`src/rtl/mem_stage.sv`:
```
// Memory-access pipeline stage: takes the ex->mem bundle, runs loads and
// stores over a req/ack data bus, extends load data and registers the
// mem->wb bundle. Upstream is stalled while a bus transaction is open.
module mem_stage #(
  parameter int DMEM_AW = 32
) (
  input  logic               i_clk,
  input  logic               i_rst_n,
  input  logic               i_ex_mem_valid,
  input  logic               i_ex_mem_load,
  input  logic               i_ex_mem_store,
  input  logic [2:0]         i_ex_mem_funct3,
  input  logic [31:0]        i_ex_mem_addr,
  input  logic [31:0]        i_ex_mem_wdata,
  input  logic [31:0]        i_ex_mem_result,
  input  logic               i_ex_mem_writeback,
  input  logic [5:0]         i_ex_mem_rd,
  output logic               o_mem_stall,
  output logic               o_dmem_req,
  output logic               o_dmem_we,
  output logic [DMEM_AW-1:0] o_dmem_addr,
  output logic [31:0]        o_dmem_wdata,
  output logic [3:0]         o_dmem_be,
  input  logic               i_dmem_ack,
  input  logic [31:0]        i_dmem_rdata,
  output logic               o_mem_fault,
  output logic               o_mem_wb_writeback,
  output logic [31:0]        o_mem_wb_data,
  output logic [5:0]         o_mem_wb_rd
);

  typedef enum logic {S_IDLE = 1'b0, S_BUSY = 1'b1} state_e;

  state_e      state_q, state_d;

  // Latched memory operation, held stable for the whole bus transaction.
  logic [31:0] op_addr_q, op_addr_d;
  logic [31:0] op_wdata_q, op_wdata_d;
  logic [3:0]  op_be_q, op_be_d;
  logic [2:0]  op_funct3_q, op_funct3_d;
  logic        op_store_q, op_store_d;
  logic        op_wb_q, op_wb_d;
  logic [5:0]  op_rd_q, op_rd_d;

  // Registered mem->wb bundle and fault pulse.
  logic        wb_q, wb_d;
  logic [31:0] wb_data_q, wb_data_d;
  logic [5:0]  wb_rd_q, wb_rd_d;
  logic        fault_q, fault_d;

  // Decode of the incoming instruction.
  logic        is_mem;
  logic        size_ok;
  logic        misaligned;
  logic        access_fault;
  logic [31:0] st_wdata;
  logic [3:0]  st_be;
  logic [31:0] ld_data;
  logic        busy;
  logic [31:0] bus_addr;

  assign busy = (state_q == S_BUSY);

  // Legality, alignment and store lane formatting of the incoming op.
  always_comb begin
    // NOTE: every always_comb output gets a default first so no path can
    // leave it unassigned and infer a latch.
    size_ok    = 1'b0;
    misaligned = 1'b0;
    st_wdata   = i_ex_mem_wdata;
    st_be      = 4'b1111;
    is_mem     = i_ex_mem_load | i_ex_mem_store;
    unique case (i_ex_mem_funct3)
      3'b000, 3'b001, 3'b010: size_ok = 1'b1;
      3'b100, 3'b101:         size_ok = ~i_ex_mem_store;
      default:                size_ok = 1'b0;
    endcase
    if (i_ex_mem_funct3[1:0] == 2'b01) misaligned = i_ex_mem_addr[0];
    if (i_ex_mem_funct3[1:0] == 2'b10) misaligned = (i_ex_mem_addr[1:0] != 2'b00);
    access_fault = ~size_ok | misaligned;
    unique case (i_ex_mem_funct3[1:0])
      2'b00: begin
        st_wdata = {4{i_ex_mem_wdata[7:0]}};
        st_be    = 4'b0001 << i_ex_mem_addr[1:0];
      end
      2'b01: begin
        st_wdata = {2{i_ex_mem_wdata[15:0]}};
        st_be    = 4'b0011 << i_ex_mem_addr[1:0];
      end
      default: begin
        st_wdata = i_ex_mem_wdata;
        st_be    = 4'b1111;
      end
    endcase
  end

  // Lane select and sign/zero extension of the returned read word.
  always_comb begin
    logic [31:0] byte_word;
    logic [31:0] half_word;
    byte_word = i_dmem_rdata >> {op_addr_q[1:0], 3'b000};
    half_word = i_dmem_rdata >> {op_addr_q[1], 4'b0000};
    ld_data   = i_dmem_rdata;
    unique case (op_funct3_q)
      3'b000:  ld_data = {{24{byte_word[7]}}, byte_word[7:0]};
      3'b001:  ld_data = {{16{half_word[15]}}, half_word[15:0]};
      3'b100:  ld_data = {24'b0, byte_word[7:0]};
      3'b101:  ld_data = {16'b0, half_word[15:0]};
      default: ld_data = i_dmem_rdata;
    endcase
  end

  // Next-state logic: accept a legal memory op in IDLE, leave BUSY on ack.
  always_comb begin
    state_d = state_q;
    unique case (state_q)
      S_IDLE:  if (i_ex_mem_valid && is_mem && !access_fault) state_d = S_BUSY;
      S_BUSY:  if (i_dmem_ack) state_d = S_IDLE;
      default: state_d = S_IDLE;
    endcase
  end

  // Datapath next values: op latch and the mem->wb bundle.
  always_comb begin
    op_addr_d   = op_addr_q;
    op_wdata_d  = op_wdata_q;
    op_be_d     = op_be_q;
    op_funct3_d = op_funct3_q;
    op_store_d  = op_store_q;
    op_wb_d     = op_wb_q;
    op_rd_d     = op_rd_q;
    wb_d        = 1'b0;
    wb_data_d   = i_ex_mem_result;
    wb_rd_d     = i_ex_mem_rd;
    fault_d     = 1'b0;
    if (state_q == S_IDLE) begin
      if (i_ex_mem_valid && !is_mem) begin
        wb_d = i_ex_mem_writeback;
      end else if (i_ex_mem_valid && access_fault) begin
        fault_d = 1'b1;
      end else if (i_ex_mem_valid) begin
        // Store takes priority when both load and store are flagged.
        op_addr_d   = i_ex_mem_addr;
        op_wdata_d  = st_wdata;
        op_be_d     = i_ex_mem_store ? st_be : 4'b1111;
        op_funct3_d = i_ex_mem_funct3;
        op_store_d  = i_ex_mem_store;
        op_wb_d     = i_ex_mem_writeback;
        op_rd_d     = i_ex_mem_rd;
      end
    end else begin
      wb_data_d = wb_data_q;
      wb_rd_d   = wb_rd_q;
      if (i_dmem_ack && !op_store_q) begin
        wb_d      = op_wb_q;
        wb_data_d = ld_data;
        wb_rd_d   = op_rd_q;
      end
    end
  end

  // State and datapath registers.
  always_ff @(posedge i_clk or negedge i_rst_n) begin
    if (!i_rst_n) begin
      state_q     <= S_IDLE;
      op_addr_q   <= '0;
      op_wdata_q  <= '0;
      op_be_q     <= '0;
      op_funct3_q <= '0;
      op_store_q  <= 1'b0;
      op_wb_q     <= 1'b0;
      op_rd_q     <= '0;
      wb_q        <= 1'b0;
      wb_data_q   <= '0;
      wb_rd_q     <= '0;
      fault_q     <= 1'b0;
    end else begin
      // NOTE: non-blocking assignments so every flop samples the values
      // from before this edge, independent of statement order.
      state_q     <= state_d;
      op_addr_q   <= op_addr_d;
      op_wdata_q  <= op_wdata_d;
      op_be_q     <= op_be_d;
      op_funct3_q <= op_funct3_d;
      op_store_q  <= op_store_d;
      op_wb_q     <= op_wb_d;
      op_rd_q     <= op_rd_d;
      wb_q        <= wb_d;
      wb_data_q   <= wb_data_d;
      wb_rd_q     <= wb_rd_d;
      fault_q     <= fault_d;
    end
  end

  // Outputs: bus signals come from state and the op latch only, so reset
  // drops the request immediately.
  assign o_mem_stall        = busy;
  assign o_dmem_req         = busy;
  assign o_dmem_we          = busy & op_store_q;
  assign o_dmem_wdata       = busy ? op_wdata_q : 32'b0;
  assign o_dmem_be          = busy ? op_be_q : 4'b0;
  assign bus_addr           = busy ? {op_addr_q[31:2], 2'b00} : 32'b0;
  assign o_mem_fault        = fault_q;
  assign o_mem_wb_writeback = wb_q;
  assign o_mem_wb_data      = wb_data_q;
  assign o_mem_wb_rd        = wb_rd_q;

  if (DMEM_AW > 32) begin : g_addr_wide
    assign o_dmem_addr = {{(DMEM_AW - 32){1'b0}}, bus_addr};
  end else begin : g_addr_narrow
    assign o_dmem_addr = bus_addr[DMEM_AW-1:0];
  end

endmodule

```
`config.mk`:
```
export PLATFORM = sky130hd
export DESIGN_NAME = mem_stage
export DESIGN_NICKNAME = d
export VERILOG_FILES = /design/src/rtl/mem_stage.sv
export SDC_FILE = /design/constraint.sdc
export NUM_CORES = 1
export LEC_CHECK = 0
export CAP_MARGIN = 25
export CORE_ASPECT_RATIO = 1.75
export CORE_MARGIN = 4
export CORE_UTILIZATION = 30
export DETAILED_ROUTE_END_ITERATION = 10
export SKIP_LAST_GASP = 1
export SYNTH_ARGS = -nofsm -noshare
export SYNTH_HDL_FRONTEND = slang
export SYNTH_SLANG_ARGS = --single-unit
```
`constraint.sdc`:
```
create_clock -name i_clk -period 4.4 [get_ports i_clk]
set_input_delay 0.44 -clock i_clk [delete_from_list [all_inputs] [get_ports i_clk]]
set_output_delay 0.44 -clock i_clk [all_outputs]
set_load 0.02 [all_outputs]
```
==> metrics <==
WL final=roughly 22000 um; TritonCTS clock tree=done; Layout area overhead=53.2%; switch share=around 31%; internal power=~3000 uW; All-Layer GR Usage=18.4%; FP Rows=70; WP data required=~4.0 ns; Min Hold Slack=between 0.07 and 0.08 ns; GR Overflow Total=0; ys flop type=dfrtp_1; crit path kind=reg -> out; Async SR Flop Fraction=100%; Final Total Pwr=about 4300 uW; post-synth design cell area=about 0.0063 sq mm; wire per inst=between 15 and 20 um; final hold violation count=0; CP max FO=80; Remaining DRCs=0; most frequent cells in the layout=clkdlybuf4s50_1 (251), dfrtp_1 (119), nand2_1 (99); worst vdd ir=0.260 mV; worst-margin pin slew=about 0.86 ns; post-synthesis compound-gate area fraction=13.1%; P_sw=~1300 uW; Final nets=about 1000; Die ar.=about 0.024 sq mm; DIE WIDTH=about 120 um; largest net degree at the start of global routing=81; combinational family with the most area after synthesis=simple AND/OR/NAND/NOR gates; critical path data arrival time=2.22 ns; #FFs+latches synth=120; pre-CTS setup slack=between 1.5 and 2 ns; initial antenna violation count=0; ant diodes=0; HP Class=in -> async; CTS root buffer=clkbuf_16; Seq pwr share=approximately 36%; minimum clock period=approximately 2.7 ns; # IOs=between 200 and 300; final max-slew violation count=0; Initial Util=between 30% and 40%; Peak Freq=about 380 MHz; post-CTS sizing=0; gp weighted congestion=approximately 0.81; Clock Sinks=120; slew margin rel.=between 40% and 50%; total power density per cell area=444 mW/mm^2; Syn Area/Cell=about 9.8 sq um; Reg clk slew, reported paths=around 0.060 ns; Worst setup SP type=flop; EDFF count, synth=0; synth unique cells=35; Period Utilization, post-route=between 60 and 70%; DRT Pass-1 Iters=4; sequential share of the synthesized area=47.5%; PnR worst setup slack=1.74 ns; fraction of layout cells with a size suffix above 1=approximately 6.6%; Post-Synth Adder-Cell Area=0%; initial DRC count=214; TritonCTS Buffers=17; # Post-CTS Setup Buffers=0; post-synthesis xor/xnor area fraction=0%; hpwl dp=~16000 um; Core ar.=around 0.021 sq mm; status=finished, final reports clean; most common cell after layout, fill and taps aside=clkdlybuf4s50_1; leakage=approximately 0.0040 uW; Hold Buf Count CTS=0; final setup violation count=0; Vias/cell=about 5.0; Comb pwr share=~29%; vias in the first global route=between 5000 and 6000; CTS Buffer Depth=2; post-synthesis simple-gate area fraction=19.7%; CP endpoint kind=primary output; antenna-violating nets left=0; I/O Buffers=~250; Syn. warnings=0; Max-Cap Viols=0; clock skew=between 0.01 and 0.015 ns; final setup TNS=0 ns; Util after Layout=between 40% and 50%; DIE HEIGHT=200 um; post-synthesis mux area share=between 10% and 20%; clock share of power=35.3%; vias=5666; clock latency on the worst-skew pair=0.42 ns; H-tree Lvls=4; Mapped Cells=between 600 and 700; first-pass GRT wire length=33900 um; setup repair after global routing missed its margin=false
synth_stat cells (8+ instances only):
| cell type | count | area [sq um] |
|---|---|---|
| buf_2 | 10 | 50.1 |
| nand2b_1 | 10 | 62.6 |
| mux2i_1 | 32 | 320 |
| dfrtp_1 | 120 | 3000 |
| nand2_1 | 99 | 372 |
| o21ai_0 | 39 | 195 |
| and2_1 | 67 | 419 |
| a22oi_1 | 16 | 120 |
| nor2_1 | 37 | 139 |
| o21ai_1 | 17 | 85.1 |
| a221oi_1 | 9 | 78.8 |
| a21oi_1 | 25 | 125 |
| mux2_2 | 8 | 90.1 |
| mux2_1 | 50 | 563 |
| or3_1 | 9 | 56.3 |
| clkbuf_1 | 39 | 146 |
| and4_1 | 16 | 140 |
power by group through the flow:
stage | clock (uW) | sequential (uW) | combinational [uW]
after floorplan | 0 | 1560 | 657
after global placement | 0 | 1560 | 1230
after detailed placement | 0 | 1560 | 1250
after CTS | 1560 | 1550 | 1250
after global routing | 1590 | 1580 | 1350
final | 1520 | 1540 | 1240
logic make-up after synthesis:
logic type / Yosys count
simple gates: 246
compound gates: 132
flops: 120
mux: 91
buf+inv: 57
other cells: 1
final timing paths:
path	start	end	slack [ns]	cells after the start
max	o_dmem_req$_DFF_PN0_	o_dmem_be[3]	1.74	2
min	i_rst_n	op_wdata_q[5]$_DFFE_PN0P_	0.08	1
max reg2reg	o_dmem_req$_DFF_PN0_	op_addr_q[4]$_DFFE_PN0P_	2.00	4
min reg2reg	o_mem_wb_data[17]$_DFFE_PN0P_	o_mem_wb_data[17]$_DFFE_PN0P_	0.47	2
max in group asynchronous	i_rst_n	o_mem_wb_data[31]$_DFFE_PN0P_	3.30	2
min in group i_clk	o_mem_wb_data[17]$_DFFE_PN0P_	o_mem_wb_data[17]$_DFFE_PN0P_	0.47	2
layout make-up:
cell class | count | area, sq um
Fill cell | 2003 | 11200
Multi-Input combinational cell | 471 | 3090
Sequential cell | 120 | 3010
Timing Repair Buffer | 264 | 2610
Clock buffer | 21 | 470
Tap cell | 252 | 315
Clock inverter | 11 | 170
Inverter | 4 | 15.0
sequential cells by signal, summed over array words and instances, names as in the netlist:
| signal | cells |
|---|---|
| o_dmem_req | 1 |
| o_mem_fault | 1 |
| o_mem_wb_data | 32 |
| o_mem_wb_rd | 6 |
| o_mem_wb_writeback | 1 |
| op_addr_q | 32 |
| op_be_q | 4 |
| op_funct3_q | 3 |
| op_rd_q | 6 |
| op_store_q | 1 |
| op_wb_q | 1 |
| op_wdata_q | 32 |
stage by stage:
| stage | instance area [sq um] | instances |
|---|---|---|
| after global routing | 9680 | 1143 |
| after global placement | 9030 | 1110 |
| after floorplan | 6320 | 648 |
| final | 9680 | 1143 |
| after CTS | 9680 | 1143 |
| after detailed placement | 9030 | 1111 |
critical path: stages, from the launching register on:
cell and delay [ns]:
dfrtp_4 0.85, and2_1 0.24, clkdlybuf4s50_1 0.66
per-layer routing:
layer / GRT usage (%) / routed length, um / part of all wire, %
met1: 19.3 / 8010 / 37
met2: 34.9 / 12000 / 55
met3: 4.68 / 1140 / 5.2
met4: 7.91 / 588 / 2.7
met5: 0 / 0 / 0
Power figures use the tool's default switching activity.
